==> src/rtl/mulmod_1973_seq.sv <==
// Bit-serial modular multiplier: r = (a*b) mod Q, MSB-first over b, one shift-add per clock.
// Each step's partial sum is reduced by an external combinational reducer on red_din/red_dout.
module mulmod_1973_seq #(
    parameter int unsigned Q  = 1973,
    parameter int unsigned W  = $clog2(Q),
    parameter int unsigned DW = 21
) (
    input  logic          clk,
    input  logic          rst_n,
    input  logic          in_valid,
    output logic          in_ready,
    input  logic [W-1:0]  in_a,
    input  logic [W-1:0]  in_b,
    output logic          out_valid,
    input  logic          out_ready,
    output logic [W-1:0]  out_r,
    output logic [DW-1:0] red_din,
    input  logic [W-1:0]  red_dout
);

    localparam int unsigned CW = $clog2(W);

    typedef enum logic [1:0] {StIdle, StRun, StDone} state_e;

    state_e          state_q, state_d;
    logic [W-1:0]    acc_q, acc_d;
    logic [W-1:0]    a_q, a_d;
    logic [W-1:0]    b_q, b_d;
    logic [CW-1:0]   cnt_q, cnt_d;
    logic            in_ready_q, in_ready_d;

    always_ff @(posedge clk or negedge rst_n) begin
        if (!rst_n) begin
            state_q    <= StIdle;
            acc_q      <= '0;
            a_q        <= '0;
            b_q        <= '0;
            cnt_q      <= '0;
            in_ready_q <= 1'b0;
        end else begin
            state_q    <= state_d;
            acc_q      <= acc_d;
            a_q        <= a_d;
            b_q        <= b_d;
            cnt_q      <= cnt_d;
            in_ready_q <= in_ready_d;
        end
    end

    always_comb begin
        state_d    = state_q;
        acc_d      = acc_q;
        a_d        = a_q;
        b_d        = b_q;
        cnt_d      = cnt_q;
        in_ready_d = 1'b0;
        red_din    = '0;

        unique case (state_q)
            StIdle: begin
                if (in_valid && in_ready_q) begin
                    a_d     = in_a;
                    b_d     = in_b;
                    acc_d   = '0;
                    cnt_d   = CW'(W - 1);
                    state_d = StRun;
                end else begin
                    in_ready_d = 1'b1;
                end
            end
            StRun: begin
                // 2*acc + a stays below 2*(Q-1) + 2^W, far inside DW bits.
                red_din = {{(DW-W-1){1'b0}}, acc_q, 1'b0}
                        + {{(DW-W){1'b0}}, (b_q[cnt_q] ? a_q : {W{1'b0}})};
                acc_d   = red_dout;
                if (cnt_q == '0) begin
                    state_d = StDone;
                end else begin
                    cnt_d = cnt_q - 1'b1;
                end
            end
            StDone: begin
                if (out_ready) begin
                    state_d    = StIdle;
                    in_ready_d = 1'b1;
                end
            end
            default: begin
                state_d = StIdle;
            end
        endcase
    end

    // Handshake outputs come from registers only, never from in_valid/out_ready.
    assign in_ready  = in_ready_q;
    assign out_valid = (state_q == StDone);
    assign out_r     = (state_q == StDone) ? acc_q : '0;

endmodule

==> config.mk <==
export PLATFORM = sky130hd
export DESIGN_NAME = mulmod_1973_seq
export DESIGN_NICKNAME = d
export VERILOG_FILES = /design/src/rtl/mulmod_1973_seq.sv
export SDC_FILE = /design/constraint.sdc
export NUM_CORES = 1
export LEC_CHECK = 0
export ABC_CLOCK_PERIOD_IN_PS = 5100
export CORE_MARGIN = 2
export CORE_UTILIZATION = 47
export DETAILED_ROUTE_END_ITERATION = 8
export GPL_ROUTABILITY_DRIVEN = 0
export PLACE_DENSITY = 0.91
export SLEW_MARGIN = 10
export SYNTH_ARGS = -nofsm -noshare
export SYNTH_HDL_FRONTEND = slang
export SYNTH_SLANG_ARGS = --single-unit
==> constraint.sdc <==
create_clock -name clk -period 5.1 [get_ports clk]
set_input_delay 1.275 -clock clk [delete_from_list [all_inputs] [get_ports clk]]
set_output_delay 1.275 -clock clk [all_outputs]
set_load 0.02 [all_outputs]
* After elaboration in Yosys (flattened, before gate mapping) *
Index checks and enable logic that the tools add are counted.

storage, ports and cells
  output and inout bits = 34
  input port bits = 37
  register bits after elaboration = 40

operators by class
  add/sub/neg operators = 2
  magnitude comparators = 1
  mux-type cells = 17
  equal/unequal tests = 6
  reduce and logical (&&, ||, !) cells = 8

operators by type and width
  operator               number
  $mux W11               3
  $pmux W11 S2           1
  $mux W21               1
  $add A12 B11 Y13       1
  $mux W4                2
  $pmux W4 S2            1
  $mux W2                3
  $ne A2 B2 Y1 const B   3
  $pmux W2 S3            1
  $reduce_and A3 Y1      2
  $lt A4 B5 Y1 const B   1
  $bmux W1 S4            1
  $logic_not A4 Y1       1
  $reduce_and A2 Y1      2
  $sub A4 B1 Y4 const B  1
  $mux W1                3
  $eq A2 B1 Y1 const B   1
  $eq A2 B2 Y1 const B   1
  $logic_not A2 Y1       1
  $ne A2 B1 Y1 const B   1
  $pmux W1 S2            1
  $reduce_bool A2 Y1     1
  $logic_and A1 B1 Y1    1

* Logic depth before layout (Yosys ltp) *
  depth in word-level cells = 5
  mapped depth = 14
  depth with buffers taken out = 12

* Worst setup path after synthesis *
No wires, ideal clock.

  path kind = register -> output
  start = register cnt_q[0]
  end = output port red_din[11]
  data arrival time = 2,978 ps
  path slack = 847 ps
  stages on the path, launching flop included = 14
  data required time = 3,825 ps
  cells stage by stage = dfrtp_1 buf_6 mux4_2 o21ai_1 o21ai_2 buf_6 and2_1 ha_1 fa_1 a211oi_1 o31ai_1 a31oi_1 xor2_1 nor2_1

between the ends
  word-level cells in the longest chain between the ends = 5

ends and longest elaborated chain
  what                           line  text
  from (decl)                    29    logic [CW-1:0] cnt_q, cnt_d;
  from (signal assigned)         45    cnt_q <= cnt_d;
  $bmux W1 S4                    74    + {{(DW-W){1'b0}}, (b_q[cnt_q] ? a_q : {W{1'b0}})};
  $mux W1 (not written as such)  74
  $mux W11                       74
  $add A12 B11 Y13               74
  $mux W21                       59    unique case (state_q)
  to (decl)                      17    output logic [DW-1:0] red_din,

No other way between the ends. The select of a mux whose other input is x is not followed.

* Worst setup path in the final report *
  start = register cnt_q[0]
  end = output port red_din[10]

The elaborated chain is that of the path after synthesis.

==> run metrics <==
yosys warns 0; Final Hold Fails 0; Yosys top cell by area dfrtp_1; Synth Area per Inst 8.243 µm²; Area Overhead vs Synth 29.78%; postcts setup bufs 0; Num CTS Buffers 5; fin crit share between 90 and 100%; Fin Setup TNS 0 ns; number of I/O port buffers 62; Crit path arrival time 3.67 ns; CP startpoint kind flip-flop; r2r startpoint state_q[0]; post-synth cell types 40; ys async rst share between 90% and 100%; drt pass-1 iters 4; clk_lat worst skew 0.30 ns; core outline area 4817 µm²; routed vias/inst 5.124; initial cell density of the core 49.45%; NumNets Final 393; Max clock buf depth 2; Top Ports between 70 and 80; cell count after synthesis around 290; Setup CP Type flip-flop to output port; Max Cap Viol 0; register area share after synthesis 42.02%; Die Wd 75.20 µm; DRC 0; HPWL reported at the end of detailed placement 4055 µm; CTS root buf clkbuf_8; share of cells above drive strength 1 4.928%; Pwr Total 1.863 mW; vias in the first global route 2,094; die area 5654 µm²; CTS tree done; pwr/cell area roughly 600 nW/µm²; RSZ-0062 raised after global routing false; post-synth top area share between 40% and 50%; total global-route track usage 21.96%; dominant synthesized flop cell dfrtp_1; row count 25; Setup Skew 0.007592 ns; most frequent cells after synthesis 99 x nand2_1, 40 x dfrtp_1, 22 x and2_1; worst min path class flip-flop to flip-flop; Rel. slew slack between 20% and 30%; Antenna Violating Nets Remaining 0; Max VDD drop about 0.3 mV; Synth area leaders dfrtp_1 42%, nand2_1 16%, and2_1 5.8%; Wirelength per Cell 13.93 µm; max frequency 0.2021 GHz; Detailed Route WL 5739 µm; CTS sink cnt 40; post-CTS sizing 3; final non-filler cell total slightly above 400; CTS HTree Levels 2; Least-Margin Pin Slew 1.080 ns; Hold Buf Count CTS 0; initial antenna violation count 0; run status completed; die height 75.20 µm; final core utilization between 60 and 70%; DR iter-0 viols 168; Final Critical Period a little under 5 ns; CP required 3.83 ns; Setup crit end kind output port; # setup viols final 0; most frequent cell after synthesis nand2_1; largest net degree at the start of global routing 41; Post-synth EDFFs 0; synthesized cell area about 2400 µm²; Antenna Cells 0; # placed instances around 400; clock-pin slew on the worst setup and hold paths approximately 0.08 ns; P_leak 1.508 nW; via count 2,111; Hold Startpoint b_q[5]; critical path peak fanout 11; global-route wire length before repair 9273 µm; Seq cells post-synth 40; Pins Over Slew Limit 0; global route overflow 0; CP startpoint cnt_q[0]
==> state kept, by name (all words and copies together) (netlist names) <==
signal	count
a_q	11
in_ready	1
state_q	2
cnt_q	4
b_q	11
acc_q	11
==> routing by layer <==
layer | track usage, % | vias up | wire length (µm)
met5 | 0 | - | 0
li1 | - | 1039 | -
met3 | 3.481 | 16 | 332
met1 | 28.31 | 956 | 2493
met4 | 10.14 | 0 | 159
met2 | 36.45 | 100 | 2754
==> cell usage in the layout (no fill, tap or decap), types with 2 or more instances in the layout <==
master,n
conb_1,8
and2_1,22
nand3_1,3
a21o_1,4
nor2_1,11
nand2_1,99
ha_1,11
xnor2_1,4
nand4_1,2
inv_1,4
nor2b_1,3
o21ai_0,18
clkbuf_8,5
o21a_1,2
dfrtp_1,39
clkdlybuf4s50_1,57
o211ai_1,2
dlymetal6s2s_1,3
a21oi_1,11
xor2_1,4
nor3_1,5
nand3b_1,2
==> kinds of logic (layout without fill, tap and decap cells) <==
group	Yosys count	in the layout	share of synthesized area (%)
other	1	8	0.1574
buffers and inverters	26	75	6.092
AOI/OAI and AO/OA	44	44	10.66
adders and majority gates	12	12	6.618
muxes	3	3	2.469
xor gates and xnor gates	8	8	2.941
DFF	40	40	42.02
and+or+nand+nor	155	155	29.04
==> worst max-delay path: stages (launching register included) <==
cell and delay, ns:
dfrtp_2 0.44, mux4_2 0.51, o21ai_1 0.16, o21ai_2 0.14, and2_1 0.20, ha_1 0.34
a21o_1 0.21, a21oi_1 0.23, a21oi_1 0.14, o21a_1 0.20, nor3_1 0.16, clkdlybuf4s50_1 0.65
==> power by group <==
group / internal [mW] / leakage [nW] / total [mW] / switching, mW
Sequential: 0.468 / 0.494 / 0.596 / 0.128
Clock: 0.0973 / 0.0414 / 0.214 / 0.117
Combinational: 0.455 / 0.972 / 1.05 / 0.597
==> per-stage QoR <==
stage | setup WS (ns) | hold slack [ns] | area, µm²
2_1_floorplan | 0.8466 | 0.4370 | 2409
3_3_place_gp | 0.3297 | 0.4524 | 2990
3_5_place_dp | 0.2110 | 0.4607 | 2990
4_1_cts | 0.02681 | 0.4803 | 3084
5_1_grt | 0.01995 | 0.5075 | 3092
6_report | 0.1514 | 0.4785 | 3092
==> worst paths after layout <==
path                          endpoint  slack, ns  cells past startpoint
setup / recovery           red_din[10]       0.15                     11
hold / removal                  b_q[5]       0.48                      2
setup reg to reg              cnt_q[3]       2.76                      5
hold reg to reg                 b_q[5]       0.48                      2
max in group asynchronous     cnt_q[0]       3.39                      1
min in group asynchronous     acc_q[9]       1.09                      1
==> area by class of cell <==
type                    count  area, µm²
clock inverters             2      16.27
inverters                   4      15.01
clock buffers               6      72.57
multi-input cells         230       1272
flip-flops and latches     40       1002
fillers                   421       1725
repair buffers             63      629.4
well taps                  67      83.83
Power figures use the tool's default switching activity.
